--- src/rtl/m_fetch_ctrl_if.sv ---
// Bus bundle for m_fetch_ctrl: redirect input, instruction-memory req/ack port and decode port.
// Defining FETCH_PERF_CNT_EN adds the two performance counter outputs.
interface m_fetch_ctrl_if;
  // Memory: w_mem_req/w_mem_addr hold until a posedge samples w_mem_ack=1 (ack may come in the first cycle).
  // Decode: an entry transfers on a posedge where w_ir_valid & w_ir_ready; head is stable while valid & !ready.
  logic        w_redirect;
  logic [31:0] w_redirect_pc;
  logic        w_mem_req;
  logic [31:0] w_mem_addr;
  logic        w_mem_ack;
  logic [31:0] w_mem_rdata;
  logic        w_ir_valid;
  logic [31:0] w_ir;
  logic [31:0] w_ir_pc;
  logic        w_ir_ready;
`ifdef FETCH_PERF_CNT_EN
  logic [31:0] w_perf_fetched;
  logic [31:0] w_perf_killed;

  modport master (
    input  w_redirect, w_redirect_pc, w_mem_ack, w_mem_rdata, w_ir_ready,
    output w_mem_req, w_mem_addr, w_ir_valid, w_ir, w_ir_pc, w_perf_fetched, w_perf_killed
  );
  modport slave (
    output w_redirect, w_redirect_pc, w_mem_ack, w_mem_rdata, w_ir_ready,
    input  w_mem_req, w_mem_addr, w_ir_valid, w_ir, w_ir_pc, w_perf_fetched, w_perf_killed
  );
`else
  modport master (
    input  w_redirect, w_redirect_pc, w_mem_ack, w_mem_rdata, w_ir_ready,
    output w_mem_req, w_mem_addr, w_ir_valid, w_ir, w_ir_pc
  );
  modport slave (
    output w_redirect, w_redirect_pc, w_mem_ack, w_mem_rdata, w_ir_ready,
    input  w_mem_req, w_mem_addr, w_ir_valid, w_ir, w_ir_pc
  );
`endif
endinterface

--- src/rtl/m_fetch_ctrl.sv ---
// Instruction-fetch sequencer: one outstanding memory request, small instruction queue, redirect flush.
// Optional performance counters are enabled by defining FETCH_PERF_CNT_EN.
module m_fetch_ctrl #(
  parameter logic [31:0] RESET_PC = 32'h0,
  parameter int          Q_DEPTH  = 2
) (
  input  logic           w_clock,
  input  logic           w_reset,
  m_fetch_ctrl_if.master bus,
  output logic [1:0]     o_dbg_state
);
  localparam int PW = (Q_DEPTH > 1) ? $clog2(Q_DEPTH) : 1;
  localparam int CW = $clog2(Q_DEPTH) + 1;
  localparam logic [CW-1:0] LP_QMAX = CW'(Q_DEPTH - 1);

  typedef enum logic [1:0] {
    S_IDLE = 2'd0,
    S_BUSY = 2'd1,
    S_KILL = 2'd2
  } state_t;

  state_t        r_state, w_state_nxt;
  logic [31:0]   r_pc, w_pc_nxt;
  logic [31:0]   r_req_addr, w_req_addr_nxt;
  logic [31:0]   r_q_ir [Q_DEPTH];
  logic [31:0]   r_q_pc [Q_DEPTH];
  logic [PW-1:0] r_head, r_tail;
  logic [CW-1:0] r_count, w_count_nxt;
  logic [31:0]   w_redir_pc;
  logic          w_ack_busy, w_push, w_pop, w_credit;

  assign w_redir_pc  = bus.w_redirect_pc & 32'hFFFF_FFFC;
  assign w_ack_busy  = (r_state == S_BUSY) && bus.w_mem_ack;
  assign w_push      = w_ack_busy && !bus.w_redirect;
  assign w_pop       = (r_count != '0) && bus.w_ir_ready && !bus.w_redirect;
  assign w_count_nxt = bus.w_redirect ? '0 : (r_count + CW'(w_push) - CW'(w_pop));
  // Credit looks at the post-push/pop count so a new request always has a free slot waiting.
  assign w_credit    = (w_count_nxt <= LP_QMAX);

  always_ff @(posedge w_clock or posedge w_reset) begin
    if (w_reset) begin
      r_state    <= S_IDLE;
      r_pc       <= RESET_PC;
      r_req_addr <= '0;
    end else begin
      r_state    <= w_state_nxt;
      r_pc       <= w_pc_nxt;
      r_req_addr <= w_req_addr_nxt;
    end
  end

  always_comb begin
    w_state_nxt    = r_state;
    w_pc_nxt       = r_pc;
    w_req_addr_nxt = r_req_addr;
    if (bus.w_redirect) begin
      w_pc_nxt = w_redir_pc;
      case (r_state)
        S_IDLE: begin
          w_state_nxt    = S_BUSY;
          w_req_addr_nxt = w_redir_pc;
        end
        S_BUSY: begin
          if (bus.w_mem_ack) w_req_addr_nxt = w_redir_pc;
          else               w_state_nxt    = S_KILL;
        end
        default: w_state_nxt = S_KILL;
      endcase
    end else begin
      case (r_state)
        S_IDLE: begin
          if (w_credit) begin
            w_state_nxt    = S_BUSY;
            w_req_addr_nxt = r_pc;
          end
        end
        S_BUSY: begin
          if (bus.w_mem_ack) begin
            w_pc_nxt = r_pc + 32'd4;
            if (w_credit) w_req_addr_nxt = r_pc + 32'd4;
            else          w_state_nxt    = S_IDLE;
          end
        end
        S_KILL: begin
          // Stale response dropped; the flush left the queue empty so credit is guaranteed.
          if (bus.w_mem_ack) begin
            w_state_nxt    = S_BUSY;
            w_req_addr_nxt = r_pc;
          end
        end
        default: w_state_nxt = S_IDLE;
      endcase
    end
  end

  always_ff @(posedge w_clock or posedge w_reset) begin
    if (w_reset) begin
      r_head  <= '0;
      r_tail  <= '0;
      r_count <= '0;
      for (int i = 0; i < Q_DEPTH; i++) begin
        r_q_ir[i] <= '0;
        r_q_pc[i] <= '0;
      end
    end else begin
      r_count <= w_count_nxt;
      if (bus.w_redirect) begin
        r_head <= '0;
        r_tail <= '0;
      end else begin
        if (w_push) begin
          r_q_ir[r_tail] <= bus.w_mem_rdata;
          r_q_pc[r_tail] <= r_req_addr;
          r_tail         <= r_tail + PW'(1);
        end
        if (w_pop) r_head <= r_head + PW'(1);
      end
    end
  end

  assign bus.w_mem_req  = (r_state == S_BUSY) || (r_state == S_KILL);
  assign bus.w_mem_addr = r_req_addr;
  assign bus.w_ir_valid = (r_count != '0);
  assign bus.w_ir       = r_q_ir[r_head];
  assign bus.w_ir_pc    = r_q_pc[r_head];
  assign o_dbg_state    = r_state;

`ifdef FETCH_PERF_CNT_EN
  logic [31:0] r_perf_fetched, r_perf_killed;
  logic        w_kill_ack;

  assign w_kill_ack = ((r_state == S_KILL) && bus.w_mem_ack) || (w_ack_busy && bus.w_redirect);

  always_ff @(posedge w_clock or posedge w_reset) begin
    if (w_reset) begin
      r_perf_fetched <= '0;
      r_perf_killed  <= '0;
    end else begin
      if (w_pop) r_perf_fetched <= r_perf_fetched + 32'd1;
      r_perf_killed <= r_perf_killed + 32'(w_kill_ack) + (bus.w_redirect ? 32'(r_count) : 32'd0);
    end
  end

  assign bus.w_perf_fetched = r_perf_fetched;
  assign bus.w_perf_killed  = r_perf_killed;
`endif
endmodule

--- src/flat_wrapper.sv ---
// flat-port wrapper written by rule: the top's interface ports become plain ports
module m_fetch_ctrl_flat 
#(
  parameter logic [31:0] RESET_PC = 32'h0,
  parameter int          Q_DEPTH  = 2
)
  (w_clock, w_reset, o_dbg_state, bus_w_redirect, bus_w_redirect_pc, bus_w_mem_ack, bus_w_mem_rdata, bus_w_ir_ready, bus_w_mem_req, bus_w_mem_addr, bus_w_ir_valid, bus_w_ir, bus_w_ir_pc);
  m_fetch_ctrl_if bus_i ();
  input  logic w_clock;
  input  logic w_reset;
  output logic [1:0] o_dbg_state;
  input wire logic [$bits(bus_i.w_redirect)-1:0] bus_w_redirect;
  input wire logic [$bits(bus_i.w_redirect_pc)-1:0] bus_w_redirect_pc;
  input wire logic [$bits(bus_i.w_mem_ack)-1:0] bus_w_mem_ack;
  input wire logic [$bits(bus_i.w_mem_rdata)-1:0] bus_w_mem_rdata;
  input wire logic [$bits(bus_i.w_ir_ready)-1:0] bus_w_ir_ready;
  output wire logic [$bits(bus_i.w_mem_req)-1:0] bus_w_mem_req;
  output wire logic [$bits(bus_i.w_mem_addr)-1:0] bus_w_mem_addr;
  output wire logic [$bits(bus_i.w_ir_valid)-1:0] bus_w_ir_valid;
  output wire logic [$bits(bus_i.w_ir)-1:0] bus_w_ir;
  output wire logic [$bits(bus_i.w_ir_pc)-1:0] bus_w_ir_pc;
  assign bus_i.w_redirect = bus_w_redirect;
  assign bus_i.w_redirect_pc = bus_w_redirect_pc;
  assign bus_i.w_mem_ack = bus_w_mem_ack;
  assign bus_i.w_mem_rdata = bus_w_mem_rdata;
  assign bus_i.w_ir_ready = bus_w_ir_ready;
  assign bus_w_mem_req = bus_i.w_mem_req;
  assign bus_w_mem_addr = bus_i.w_mem_addr;
  assign bus_w_ir_valid = bus_i.w_ir_valid;
  assign bus_w_ir = bus_i.w_ir;
  assign bus_w_ir_pc = bus_i.w_ir_pc;
  m_fetch_ctrl #(.RESET_PC(RESET_PC), .Q_DEPTH(Q_DEPTH)) u_core (.w_clock(w_clock), .w_reset(w_reset), .bus(bus_i), .o_dbg_state(o_dbg_state));
endmodule
--- config.mk ---
export PLATFORM = sky130hd
export DESIGN_NAME = m_fetch_ctrl_flat
export DESIGN_NICKNAME = d
export VERILOG_FILES = /design/src/rtl/m_fetch_ctrl_if.sv /design/src/rtl/m_fetch_ctrl.sv /design/src/flat_wrapper.sv
export SDC_FILE = /design/constraint.sdc
export NUM_CORES = 1
export LEC_CHECK = 0
export ABC_AREA = 1
export CORE_MARGIN = 2
export CORE_UTILIZATION = 48
export DETAILED_ROUTE_END_ITERATION = 12
export GPL_ROUTABILITY_DRIVEN = 0
export MAX_ROUTING_LAYER = met4
export PLACE_DENSITY = 0.85
export SYNTH_ARGS = -nofsm -noshare
export SYNTH_HDL_FRONTEND = slang
export SYNTH_SLANG_ARGS = --single-unit
--- constraint.sdc ---
create_clock -name w_clock -period 6.5 [get_ports w_clock]
set_input_delay 0.975 -clock w_clock [delete_from_list [all_inputs] [get_ports w_clock]]
set_output_delay 0.975 -clock w_clock [all_outputs]
set_load 0.01 [all_outputs]
Word-level counts from Yosys, hierarchy flattened
Index checks and enable logic that the tools add are counted.
{"block": "totals", "ff_bits": 198, "elab_cells": 84}
{"block": "op_classes", "bitwise_logic": 3, "magnitude_cmp": 4, "eq_ne": 10, "muxes": 34, "reduce_logical": 18, "addsub": 5}
{"op": "32-bit 2-to-1 mux", "n": 16}
{"op": "64-bit bitwise mux", "n": 2}
{"op": "32-bit case mux with 3 select lines", "n": 1}
{"op": "32-bit case mux with 2 select lines", "n": 1}
{"op": "32-bit by 3-bit adder with 32-bit output, second input constant", "n": 1}
{"op": "32-bit demux with 1-bit select", "n": 1}
{"op": "2-bit 2-to-1 mux", "n": 7}
{"op": "3-bit != test, second input constant", "n": 4}
{"op": "2-bit nonzero test", "n": 5}
{"op": "3-bit by 2-bit != test with 1-bit output, second input constant", "n": 2}
{"op": "2-bit case mux with 3 select lines", "n": 1}
{"op": "6-bit AND reduction", "n": 1}
{"op": "1-bit logical AND", "n": 5}
{"op": "5-bit AND reduction", "n": 1}
{"op": "2-bit >= comparator, second input constant", "n": 2}
{"op": "1-bit 2-to-1 mux", "n": 4}
{"op": "1-bit NOT with 2-bit output", "n": 2}
{"op": "2-bit case mux with 2 select lines", "n": 1}
{"op": "2-bit AND reduction", "n": 2}
{"op": "3-bit by 1-bit != test with 1-bit output, second input constant", "n": 1}
{"op": "3-bit nonzero test", "n": 1}
{"op": "1-bit adder, second input constant", "n": 2}
{"op": "2-bit by 1-bit adder with 2-bit output", "n": 1}
{"op": "2-bit by 1-bit equality test with 1-bit output, second input constant", "n": 1}
{"op": "9 further kinds", "n": 9}

Depth between registers and ports, before layout
Gate-level depths: netlist of the first run.
{"block": "logic_depth", "ltp_word": 11, "ltp_mapped": 16, "mapped_depth_nobuf": 14}

Worst setup path after synthesis of the first run
No wires, ideal clock.
{"block": "synth_path", "path_type": "in2reg", "start": "in bus_w_redirect", "end": "reg u_core.r_req_addr[4] (netlist: u_core.bus.w_mem_addr[4])", "path_stages": 15, "path_buffers": 3, "arrival_ns": 2.610, "slack_ns": 3.774, "path_cell_list": "buf_4 -> clkbuf_1 -> nor2_1 -> ha_1 -> inv_1 -> ha_1 -> inv_1 -> nand2_1 -> nand3_1 -> nand2_1 -> nand2_1 -> nand3_1 -> buf_2 -> nand2_1 -> nand2_1"}
{"block": "synth_between", "elab_chain_cells": 8, "word_cells_on_any_way": 13}
{"item": "start: declaration", "line": "flat_wrapper.sv:12", "source": "input wire logic [$bits(bus_i.w_redirect)-1:0] bus_w_redirect;"}
{"item": "1-bit logical NOT", "line": "m_fetch_ctrl.sv:34, m_fetch_ctrl.sv:35"}
{"item": "1-bit logical AND", "line": "m_fetch_ctrl.sv:34", "source": "assign w_push = w_ack_busy && !bus.w_redirect;"}
{"item": "2-bit by 1-bit adder with 2-bit output", "line": "m_fetch_ctrl.sv:36", "source": "assign w_count_nxt = bus.w_redirect ? '0 : (r_count + CW'(w_push) - CW'(w_pop));"}
{"item": "2-bit by 1-bit subtractor with 2-bit output", "line": "m_fetch_ctrl.sv:36"}
{"item": "2-bit 2-to-1 mux", "line": "m_fetch_ctrl.sv:36"}
{"item": "2-bit by 1-bit <= comparator with 1-bit output", "line": "m_fetch_ctrl.sv:38", "source": "assign w_credit = (w_count_nxt <= LP_QMAX);"}
{"item": "3-bit by 2-bit != test with 1-bit output (no line)"}
{"item": "6-bit AND reduction (no line)"}
{"item": "end signal: assignment", "line": "m_fetch_ctrl.sv:48", "source": "r_req_addr <= w_req_addr_nxt;"}
{"item": "end: declaration", "line": "m_fetch_ctrl.sv:24", "source": "logic [31:0] r_req_addr, w_req_addr_nxt;"}
Several ways; a longest one is shown, not always the timed one.
A chain may end at the register's enable or synchronous reset.

Worst setup path in the final report of the first run
Ends and elaborated chain as after synthesis.

==> metrics.cfg, run 1 <==
[synthesis]
synthXorXnorAreaFrac_pct=1.69
synth.area.mux_share_pct=0
synth_compound_gate_area_share_pct=10.3
yosysSeqAreaShare_pct=49.9
synth-adder-area-share_pct=0.776
yosys.area_share.simple_pct=29.9
ys_seq_elements=193
synth_top_family_by_area=simple AND/OR/NAND/NOR gates
synth_area_per_cell_um2=7.51
syn_nets=1364
yosysWarnings=0
syn_area_um2=9670
synthCells=1289
synthDistinctLibCells=34

[pwr]
combPwrFrac_pct=40.1
switching_share_pct=37.0
clkPwrFrac_pct=20.6
leakage_nw=6.00
internal_power_w=0.00330
p_per_area_nw_per_um2=436
pwr-share-seq_pct=39.2
netSwitchingPower_w=0.00194
vdd_drop_max_mv=0.192

[sta]
drv_slew=0
finalHoldViolCount=0
min_period_over_period_pct=63.5
fin_skew_ns=0.00927
min_period_ns=4.12
worst_pin_slew_ns=1.21
finalSetupViolCount=0
relSlewSlack_pct=19.4
max_clock_freq_mhz=242
worst_slack_ns=2.38
rsz0062_at_grt=no
fin_tns_setup_ns=0

[placement]
pre_cts_ws_ns=2.02
dpl.hpwl_um=16100
port-buffer-count=166

[drt]
vias_per_cell=5.07
detail_route.iter0.violations=599
ant_nets=0
detail_route.wl_per_cell_um=14.2
first_pass_iters=6
drcViolationCount=0
routed-via-count=8596
routed_wl_um=24100

[run]
cap_violations=0

[setup_path]
r2r-start=u_core.o_dbg_state[1]$_DFFE_PP0P_
worstPathMaxFanout=40
r2r_cells=12
reg2reg_slack_ns=2.75
start_kind=primary input
crit_path_end_kind=flip-flop
cp_data_arrival_time_ns=4.43
worst_r2r_endpoint=u_core.bus.w_mem_addr[4]$_DFFE_PP0P_
crit_type=in -> reg
crit_path_start=bus_w_redirect
critical_path_required_ns=6.81

[floorplanning]
die_w_um=146
fp.coreArea_um2=19600
die_h_um=146
rows=51
io_pins=169
initial_utilization_pct=49.4
die-area_um2=21300

[worst_hold_path]
hold_depth=2
worstHoldStart=u_core.r_q_ir[30]$_DFFE_PP0P_
hold-path-endpoint=u_core.r_q_ir[30]$_DFFE_PP0P_
min_path_type=reg -> reg

[clocking]
post_cts_buffers=0
h-tree-depth=4
hold_buffers=0
cts_num_sinks=193
clkSlewWorstSetupHoldPaths_ns=0.07
cts_tree=done
cts_root_buffer=clkbuf_16
ctsLongestPathBuffers=2
cts_buffers=17
postCtsResizedCells=0
clock_latency_ns=0.43

[grt]
grt_pass1_vias=7939
grt_pass1_wl_um=40300
antenna_found_initial=0
grt_use_total_pct=24.0
grt-ovfl-total=0
grtUsageMet3_pct=4.89
top_usage_layer=met2
grt_use_met2_pct=36.9
gr-usage-met1_pct=32.4
grt_max_degree=127

[layout]
nNetsFinal=1492
diodes=0
drive_gt1_share_pct=4.62
area_growth_syn_to_layout_pct=24.2

[run_status]
status=finished, final reports clean

-- metal layers --
metal | routed length, um | share of wire, % | vias up
met4 | 436 | 1.8 | 0
met1 | 10700 | 45 | 4019
met5 | 0 | 0 | -
li1 | - | - | 4247
met2 | 11200 | 47 | 296
met3 | 1730 | 7.2 | 34
-- flip-flops by register name, indices dropped and copies added (netlist names) --
| signal | flops |
|---|---|
| u_core.bus.w_mem_addr | 31 |
| u_core.o_dbg_state | 2 |
| u_core.r_count | 2 |
| u_core.r_head | 1 |
| u_core.r_pc | 30 |
| u_core.r_q_ir | 64 |
| u_core.r_q_pc | 62 |
| u_core.r_tail | 1 |
-- worst max path at each step --
stage / endpoint / slack, ns
6_report: u_core.bus.w_mem_addr[4]$_DFFE_PP0P_ / 2.38
5_1_grt: u_core.bus.w_mem_addr[13]$_DFFE_PP0P_ / 2.08
4_1_cts: u_core.bus.w_mem_addr[4]$_DFFE_PP0P_ / 2.44
3_5_place_dp: u_core.bus.w_mem_addr[9]$_DFFE_PP0P_ / 2.02
3_3_place_gp: u_core.bus.w_mem_addr[28]$_DFFE_PP0P_ / 2.13
2_1_floorplan: u_core.bus.w_mem_addr[10]$_DFFE_PP0P_ / 0.27
-- worst max-delay path: stages --
cell and delay (ns):
clkdlybuf4s50_1 0.39, buf_4 0.25, nor2_2 0.97, ha_1 0.33, nand2_1 0.09, nand3_1 0.14
nand2_1 0.07, nand2_1 0.06, nand3_1 0.76, nand2_1 0.29, nand2_1 0.10
-- cells in the final DEF (no fill, tap or decap), types with 3 or more instances in the layout --
cell type        synthesis  routed
o21bai_1                 3       3
nand3_1                 29      29
bufinv_16                0       3
nand2_2                  5       4
clkinv_4                 0       5
clkdlybuf4s50_1          0     166
xnor2_1                  6       6
a21oi_1                  8       8
xor2_1                   9       9
o21ai_0                131     131
o211ai_1                 8       8
a21boi_0                20      20
dfrtp_1                193     192
buf_4                    6       7
nor2_1                  45      44
nor2_4                   7       7
nand3b_1                 7       7
o21ai_1                  3       3
nor2_2                   8       9
inv_1                  101      99
ha_1                     6       6
clkbuf_16                0      17
nand2_1                621     621
o221ai_1                 3       3
-- stage by stage --
stage / std cells / total power [W] / util [%] / hold WS [ns] / cell area [um2]
after floorplan: 1289 / 0.00319 / - / 0.453 / 9670
after global placement: 1663 / 0.00409 / 58.2 / 0.465 / 11400
after detailed placement: 1663 / 0.00417 / 58.2 / 0.473 / 11400
after CTS: 1695 / 0.00527 / 61.3 / 0.489 / 12000
after global routing: 1695 / 0.00563 / 61.3 / 0.501 / 12000
final: 1695 / 0.00524 / 61.3 / 0.483 / 12000
-- power groups by stage --
stage / Combinational, W / Sequential, W / Clock (W)
after floorplan: 0.00118 / 0.00201 / 0
after global placement: 0.00205 / 0.00204 / 0
after detailed placement: 0.00211 / 0.00207 / 0
after CTS: 0.00212 / 0.00205 / 0.00110
after global routing: 0.00236 / 0.00212 / 0.00115
final: 0.00210 / 0.00206 / 0.00108
-- cell usage after synthesis --
library cell  count  area share [%]
nand2_1         621              24
dfrtp_1         193              50
o21ai_0         131             6.8
inv_1           101             3.9
nor2_1           45             1.7
clkbuf_1         31             1.2
nand3_1          29             1.5
a21boi_0         20             1.6
buf_2            15            0.78
xor2_1            9            0.81
a21oi_1           8            0.41
nor2_2            8            0.52
o211ai_1          8            0.62
buf_6             7            0.81
nand3b_1          7            0.54
nor2_4            7            0.81
buf_4             6            0.47
ha_1              6            0.78
xnor2_1           6            0.54
buf_1             5            0.19
nand2_2           5            0.32
o21ai_1           3            0.16
o21bai_1          3            0.23
o221ai_1          3            0.27
a31oi_1           2            0.13
xor2_2            2            0.34
a22oi_1           1           0.078
and2_1            1           0.065
inv_2             1           0.039
nand2_4           1            0.12
nand4_1           1           0.065
nor3_1            1           0.052
o22ai_1           1           0.065
or2_2             1           0.065
-- kinds of logic after synthesis --
kind of cell	after synthesis
xor+xnor	17
simple gates	727
buf+inv	166
compound gates	180
fa+ha+maj	6
flops	193
-- layout make-up --
class	instances	area, um2
Clock buffer	21	460
Clock inverter	11	153
Fill cell	1736	7580
Inverter	102	388
Multi-Input combinational cell	930	4140
Sequential cell	193	4830
Tap cell	265	332
Timing Repair Buffer	173	1710
Power figures use the tool's default switching activity.
==> run 2, diff against run 1 <==
CORE_UTILIZATION = 53   (was 48)
PLACE_DENSITY = 0.88   (was 0.85)
clock period = 3.9 ns   (was 6.5 ns; I/O delays follow)
==> run 2 against run 1 <==
Compared with the run above: worst hold slack lost 0.00061 ns; utilization grew 6.2 points; sequential cell count is the same; routed wire length grew 1.0%; clock skew grew 0.0011 ns; final cell count shrank 1.7%; sequential power grew 66%; die area shrank 9.2%; critical path depth shrank 6; cell area grew 0.94%; combinational power grew 70%; highest routed layer unchanged.
==> metrics.cfg, run 2 (synthesized netlist as in run 1, its figures left out) <==
[run_status]
status=finished, final reports clean  ; unchanged

[sta]
rsz0062_at_grt=no  ; unchanged
worst_slack_ns=0.931  ; was 2.38 ns
whs_ns=0.483  ; about the same
worst_pin_slew_ns=0.811  ; was 1.21 ns
min_period_over_period_pct=76.1
drv_slew=0  ; unchanged
min_period_ns=2.97
fin_skew_ns=0.0104  ; was 0.00927 ns
fin_tns_setup_ns=0  ; unchanged
finalHoldViolCount=0  ; unchanged
finalSetupViolCount=0  ; unchanged
max_clock_freq_mhz=337
relSlewSlack_pct=45.8  ; was 19.4%

[floorplanning]
die-area_um2=19400  ; was 21300 um2
die_h_um=139  ; was 146 um
die_w_um=139  ; was 146 um
fp.coreArea_um2=18000  ; was 19600 um2
initial_utilization_pct=53.9  ; was 49.4%
io_pins=169  ; unchanged
rows=49  ; was 51

[clocking]
hold_buffers=0  ; unchanged
postCtsResizedCells=0  ; unchanged
cts_root_buffer=clkbuf_16  ; unchanged
clkSlewWorstSetupHoldPaths_ns=0.06  ; was 0.07 ns
clock_latency_ns=0.43  ; about the same
cts_tree=done  ; unchanged
ctsLongestPathBuffers=2  ; unchanged
h-tree-depth=4  ; unchanged
cts_num_sinks=193  ; unchanged
cts_buffers=17  ; unchanged
post_cts_buffers=0  ; unchanged

[layout]
final_common_cell=nand2_1  ; unchanged
drive_gt1_share_pct=5.01  ; was 4.62%
nNetsFinal=1501  ; was 1492
fin_cells=1667  ; was 1695
area_growth_syn_to_layout_pct=25.3  ; was 24.2%
most-common-layout-cells=nand2_1, dfrtp_1, clkdlybuf4s50_1  ; unchanged
diodes=0  ; unchanged
largest_register=u_core.r_q_ir  ; unchanged
largest_register_ffs=64  ; unchanged

[pwr]
p_per_area_nw_per_um2=736  ; was 436 nW/um2
total_power_w=0.00893  ; was 0.00524 W
vdd_drop_max_mv=0.411  ; was 0.192 mV
leakage_nw=6.07  ; was 6.00 nW

[placement]
dpl.hpwl_um=16400  ; was 16100 um
port-buffer-count=166  ; unchanged
dp.cells=1636  ; was 1663
pre_cts_ws_ns=1.01  ; was 2.02 ns

[run]
cap_violations=0  ; unchanged

[setup_path]
critical_path_required_ns=3.31  ; was 6.81 ns
worstPathMaxFanout=53  ; was 40
crit_type=reg -> out  ; was in -> reg
crit_path_end_kind=output port  ; was flip-flop
start_kind=flip-flop  ; was primary input
cp_data_arrival_time_ns=2.38  ; was 4.43 ns

[worst_hold_path]
min_path_type=reg -> reg  ; unchanged

[drt]
detail_route.wl_per_cell_um=14.6  ; was 14.2 um
detail_route.iter0.violations=698  ; was 599
routed-via-count=8749  ; was 8596
vias_per_cell=5.25  ; was 5.07
routed_wl_um=24400  ; was 24100 um
ant_nets=0  ; unchanged
drcViolationCount=0  ; unchanged
first_pass_iters=7  ; was 6

[grt]
grt_max_degree=73  ; was 127
grt_pass1_wl_um=40700  ; was 40300 um
grt_pass1_vias=8261  ; was 7939
grt_use_total_pct=26.5  ; was 24.0%
antenna_found_initial=0  ; unchanged
grt-ovfl-total=0  ; unchanged

## run 2: cell count changes in the layout (fill, tap and decap cells not counted), sizes merged
cell	before	now
buf	7	16
bufinv	3	6
clkinvlp	0	2
clkinv	7	2
inv	103	102
## run 2: worst paths after layout
| kind | cells past startpoint | slack, ns | from | endpoint |
|---|---|---|---|---|
| max in group asynchronous | 3 | 2.39 | w_reset | u_core.r_q_pc[31]$_DFFE_PP0P_ |
| min reg2reg | 2 | 0.48 | u_core.r_q_pc[20]$_DFFE_PP0P_ | u_core.r_q_pc[20]$_DFFE_PP0P_ |
| max reg2reg | 14 | 1.39 | u_core.o_dbg_state[1]$_DFFE_PP0P_ | u_core.bus.w_mem_addr[10]$_DFFE_PP0P_ |
| min | 2 | 0.48 | u_core.r_q_pc[20]$_DFFE_PP0P_ | u_core.r_q_pc[20]$_DFFE_PP0P_ |
| min in group asynchronous | 2 | 0.66 | w_reset | u_core.r_q_ir[55]$_DFFE_PP0P_ |
| max | 5 | 0.93 | u_core.r_head$_DFFE_PP0P_ | bus_w_ir_pc[24] |
## run 2: where the power goes
group	internal (W)	leakage, nW	switching [W]
Sequential	0.00283	2.47	0.000580
Combinational	0.00165	3.29	0.00193
Clock	0.00122	0.318	0.000725
## run 2: layer usage
metal	routed length, um	global-route usage [%]	vias to the layer above	part of all wire (%)
li1	-	-	4266	-
met3	1740	5.28	39	7.1
met5	0	-	-	0
met1	10500	35.5	4116	43
met4	508	8.08	0	2.1
met2	11600	41.3	328	48
## run 2: cell type report
| cell class | instances | area, um2 |
|---|---|---|
| Timing Repair Buffer | 182 | 1830 |
| Sequential cell | 193 | 4830 |
| Inverter | 102 | 387 |
| Tap cell | 229 | 287 |
| Fill cell | 1478 | 5840 |
| Multi-Input combinational cell | 930 | 4130 |
| Clock buffer | 21 | 450 |
| Clock inverter | 10 | 206 |
## run 2: metrics by stage
step | cell area [um2] | utilization [%]
5_1_grt | 12100 | 67.5
3_5_place_dp | 11500 | 63.8
6_report | 12100 | 67.5
4_1_cts | 12100 | 67.5
3_3_place_gp | 11500 | 63.8
2_1_floorplan | 9680 | -
## run 2: worst max-delay path, stage by stage (launching register included)
cell             delay [ns]
dfrtp_2                0.41
inv_2                  0.19
buf_4                  0.53
nand2_1                0.10
nand2_1                0.11
clkdlybuf4s50_1        0.56
==> run 3, diff against run 2 <==
clock period = 2.75 ns   (was 3.9 ns; I/O delays follow)
==> run 3 against run 2 <==
Compared with the run above: clock power grew 19%; cell area decreased by 0.27%; critical path depth did not move; register-to-register slack got worse by 1.0 ns; sequential cell count unchanged; sequential share of layout area rose by 0.11 points; utilization shrank 0.18 points; via count down 1.2%; setup slack worse by 0.65 ns; first-iteration DRC count up 6.7%; critical path type unchanged.
==> metrics.cfg, run 3 (synthesized netlist as in run 1, its figures left out) <==
[run_status]
status=finished, final reports clean  ; unchanged

[pwr]
netSwitchingPower_w=0.00456  ; was 0.00323 W
vdd_drop_max_mv=0.556  ; was 0.411 mV
p_per_area_nw_per_um2=1010  ; was 736 nW/um2
pwr-share-seq_pct=39.6  ; was 38.2%
combPwrFrac_pct=41.5  ; was 40.0%
clkPwrFrac_pct=18.9  ; was 21.7%
leakage_nw=6.04  ; was 6.07 nW
switching_share_pct=37.2  ; was 36.2%
total_power_w=0.0123  ; was 0.00893 W
internal_power_w=0.00769  ; was 0.00570 W

[sta]
min_period_ns=2.47
drv_slew=0  ; unchanged
worst_pin_slew_ns=0.678  ; was 0.811 ns
relSlewSlack_pct=54.7  ; was 45.8%
rsz0062_at_grt=no  ; unchanged
fin_skew_ns=0.00993  ; was 0.0104 ns
max_clock_freq_mhz=405
min_period_over_period_pct=89.9
finalHoldViolCount=0  ; unchanged
finalSetupViolCount=0  ; unchanged
worst_slack_ns=0.278  ; was 0.931 ns

[clocking]
cts_tree=done  ; unchanged
postCtsResizedCells=0  ; unchanged
ctsLongestPathBuffers=2  ; unchanged
clkSlewWorstSetupHoldPaths_ns=0.07  ; was 0.06 ns
clock_latency_ns=0.43  ; about the same
cts_root_buffer=clkbuf_16  ; unchanged
hold_buffers=0  ; unchanged
cts_buffers=17  ; unchanged
cts_num_sinks=193  ; unchanged
h-tree-depth=4  ; unchanged
post_cts_buffers=0  ; unchanged

[placement]
dpl.hpwl_um=16500  ; was 16400 um
dp.cells=1640  ; was 1636
port-buffer-count=166  ; unchanged
placed_area_um2=11500  ; about the same
pre_cts_ws_ns=0.248  ; was 1.01 ns

[run]
cap_violations=0  ; unchanged

[grt]
grt_use_total_pct=26.0  ; was 26.5%
grt_pass1_vias=8023  ; was 8261
grt_max_degree=73  ; unchanged
antenna_found_initial=0  ; unchanged
grt-ovfl-total=0  ; unchanged
grt_pass1_wl_um=39800  ; was 40700 um

[layout]
largest_register_ffs=64  ; unchanged
final_util_pct=67.3  ; was 67.5%
final_common_cell=nand2_1  ; unchanged
largest_register=u_core.r_q_ir  ; unchanged
diodes=0  ; unchanged
n_fill_cell=1465  ; was 1478
seq_area_um2=4830  ; unchanged
multi_input_area_um2=4130  ; unchanged
nNetsFinal=1505  ; was 1501
drive_gt1_share_pct=5.21  ; was 5.01%
fin_cells=1669  ; was 1667
area_growth_syn_to_layout_pct=25.0  ; was 25.3%
fin_area_um2=12100  ; about the same
most-common-layout-cells=nand2_1, dfrtp_1, clkdlybuf4s50_1  ; unchanged

[setup_path]
path_buf_inv=3  ; unchanged
slowest_delay_ns=0.58  ; was 0.56 ns
start_kind=flip-flop  ; unchanged
worstPathMaxFanout=34  ; was 53
critical_path_required_ns=2.34  ; was 3.31 ns
crit_path_end_kind=output port  ; unchanged
cp_data_arrival_time_ns=2.06  ; was 2.38 ns
path_delay_family=buffers and inverters  ; unchanged
crit_type=reg -> out  ; unchanged
crit_chain=inv_2 > buf_4 > nand2_1 > nand2_1 > clkdlybuf4s50_1  ; unchanged
crit_top_cell=nand2_1  ; unchanged
critPathSlowestCell=clkdlybuf4s50_1  ; unchanged

[drt]
routed_wl_um=23600  ; was 24400 um
wl_met2_um=11300  ; was 11600 um
vias_per_cell=5.18  ; was 5.25
wl_met3_um=1500  ; was 1740 um
routed.top_layer=met4  ; unchanged
routed-via-count=8641  ; was 8749
ant_nets=0  ; unchanged
detail_route.iter0.violations=745  ; was 698
drcViolationCount=0  ; unchanged
detail_route.wl_per_cell_um=14.2  ; was 14.6 um
wl_met1_um=10500  ; about the same
first_pass_iters=5  ; was 7

[floorplanning]
die-area_um2=19400  ; unchanged
die_h_um=139  ; unchanged
fp.coreArea_um2=18000  ; unchanged
rows=49  ; unchanged
io_pins=169  ; unchanged
die_w_um=139  ; unchanged
initial_utilization_pct=53.9  ; unchanged

[worst_hold_path]
min_path_type=in -> async  ; was reg -> reg

-- run 3: cell count changes in the layout (fill, tap and decap cells not counted) --
cell        change
clkbuf_1        -1
clkbuf_8        +1
bufinv_16       -5
clkinv_2        -2
clkinvlp_4      +5
buf_12          +4
-- run 3: cell type report --
class / instances / share of cell area, %
Sequential cell: 193 / 39.9
Multi-Input combinational cell: 930 / 34.2
Timing Repair Buffer: 186 / 15.8
Clock buffer: 21 / 3.81
Inverter: 102 / 3.20
Tap cell: 229 / 2.37
Clock inverter: 8 / 0.693
-- run 3: stage by stage --
step                hold WS, ns  TNS [ns]
finish                    0.443         0
CTS                       0.446         0
floorplan                 0.453    -29.51
detailed placement        0.473         0
global route              0.501         0
global placement          0.465         0
-- run 3: layer usage --
metal  track usage, %  vias up
met5                -        -
met4             7.60        0
met3             4.14       36
met2             40.5      358
met1             35.5     3978
li1                 -     4269
-- run 3: path summary, 6_finish.rpt --
kind	start	end	slack, ns	cells past startpoint
worst max-delay path	u_core.r_head$_DFFE_PP0P_	bus_w_ir_pc[20]	0.28	5
worst max register to register	u_core.r_count[1]$_DFF_PP0_	u_core.bus.w_mem_addr[30]$_DFFE_PP0P_	0.37	15
max in group asynchronous	w_reset	u_core.bus.w_mem_addr[23]$_DFFE_PP0P_	1.52	3
min in group w_clock	u_core.r_q_pc[46]$_DFFE_PP0P_	u_core.r_q_pc[46]$_DFFE_PP0P_	0.48	2
worst min register to register	u_core.r_q_pc[46]$_DFFE_PP0P_	u_core.r_q_pc[46]$_DFFE_PP0P_	0.48	2
worst min-delay path	w_reset	u_core.r_q_ir[26]$_DFFE_PP0P_	0.44	2
-- run 3: power by group through the flow --
stage | logic [W] | clock network, W | registers [W]
2_1_floorplan | 0.00280 | 0 | 0.00475
3_3_place_gp | 0.00494 | 0 | 0.00482
3_5_place_dp | 0.00509 | 0 | 0.00487
4_1_cts | 0.00512 | 0.00235 | 0.00483
5_1_grt | 0.00571 | 0.00249 | 0.00498
6_report | 0.00509 | 0.00231 | 0.00485
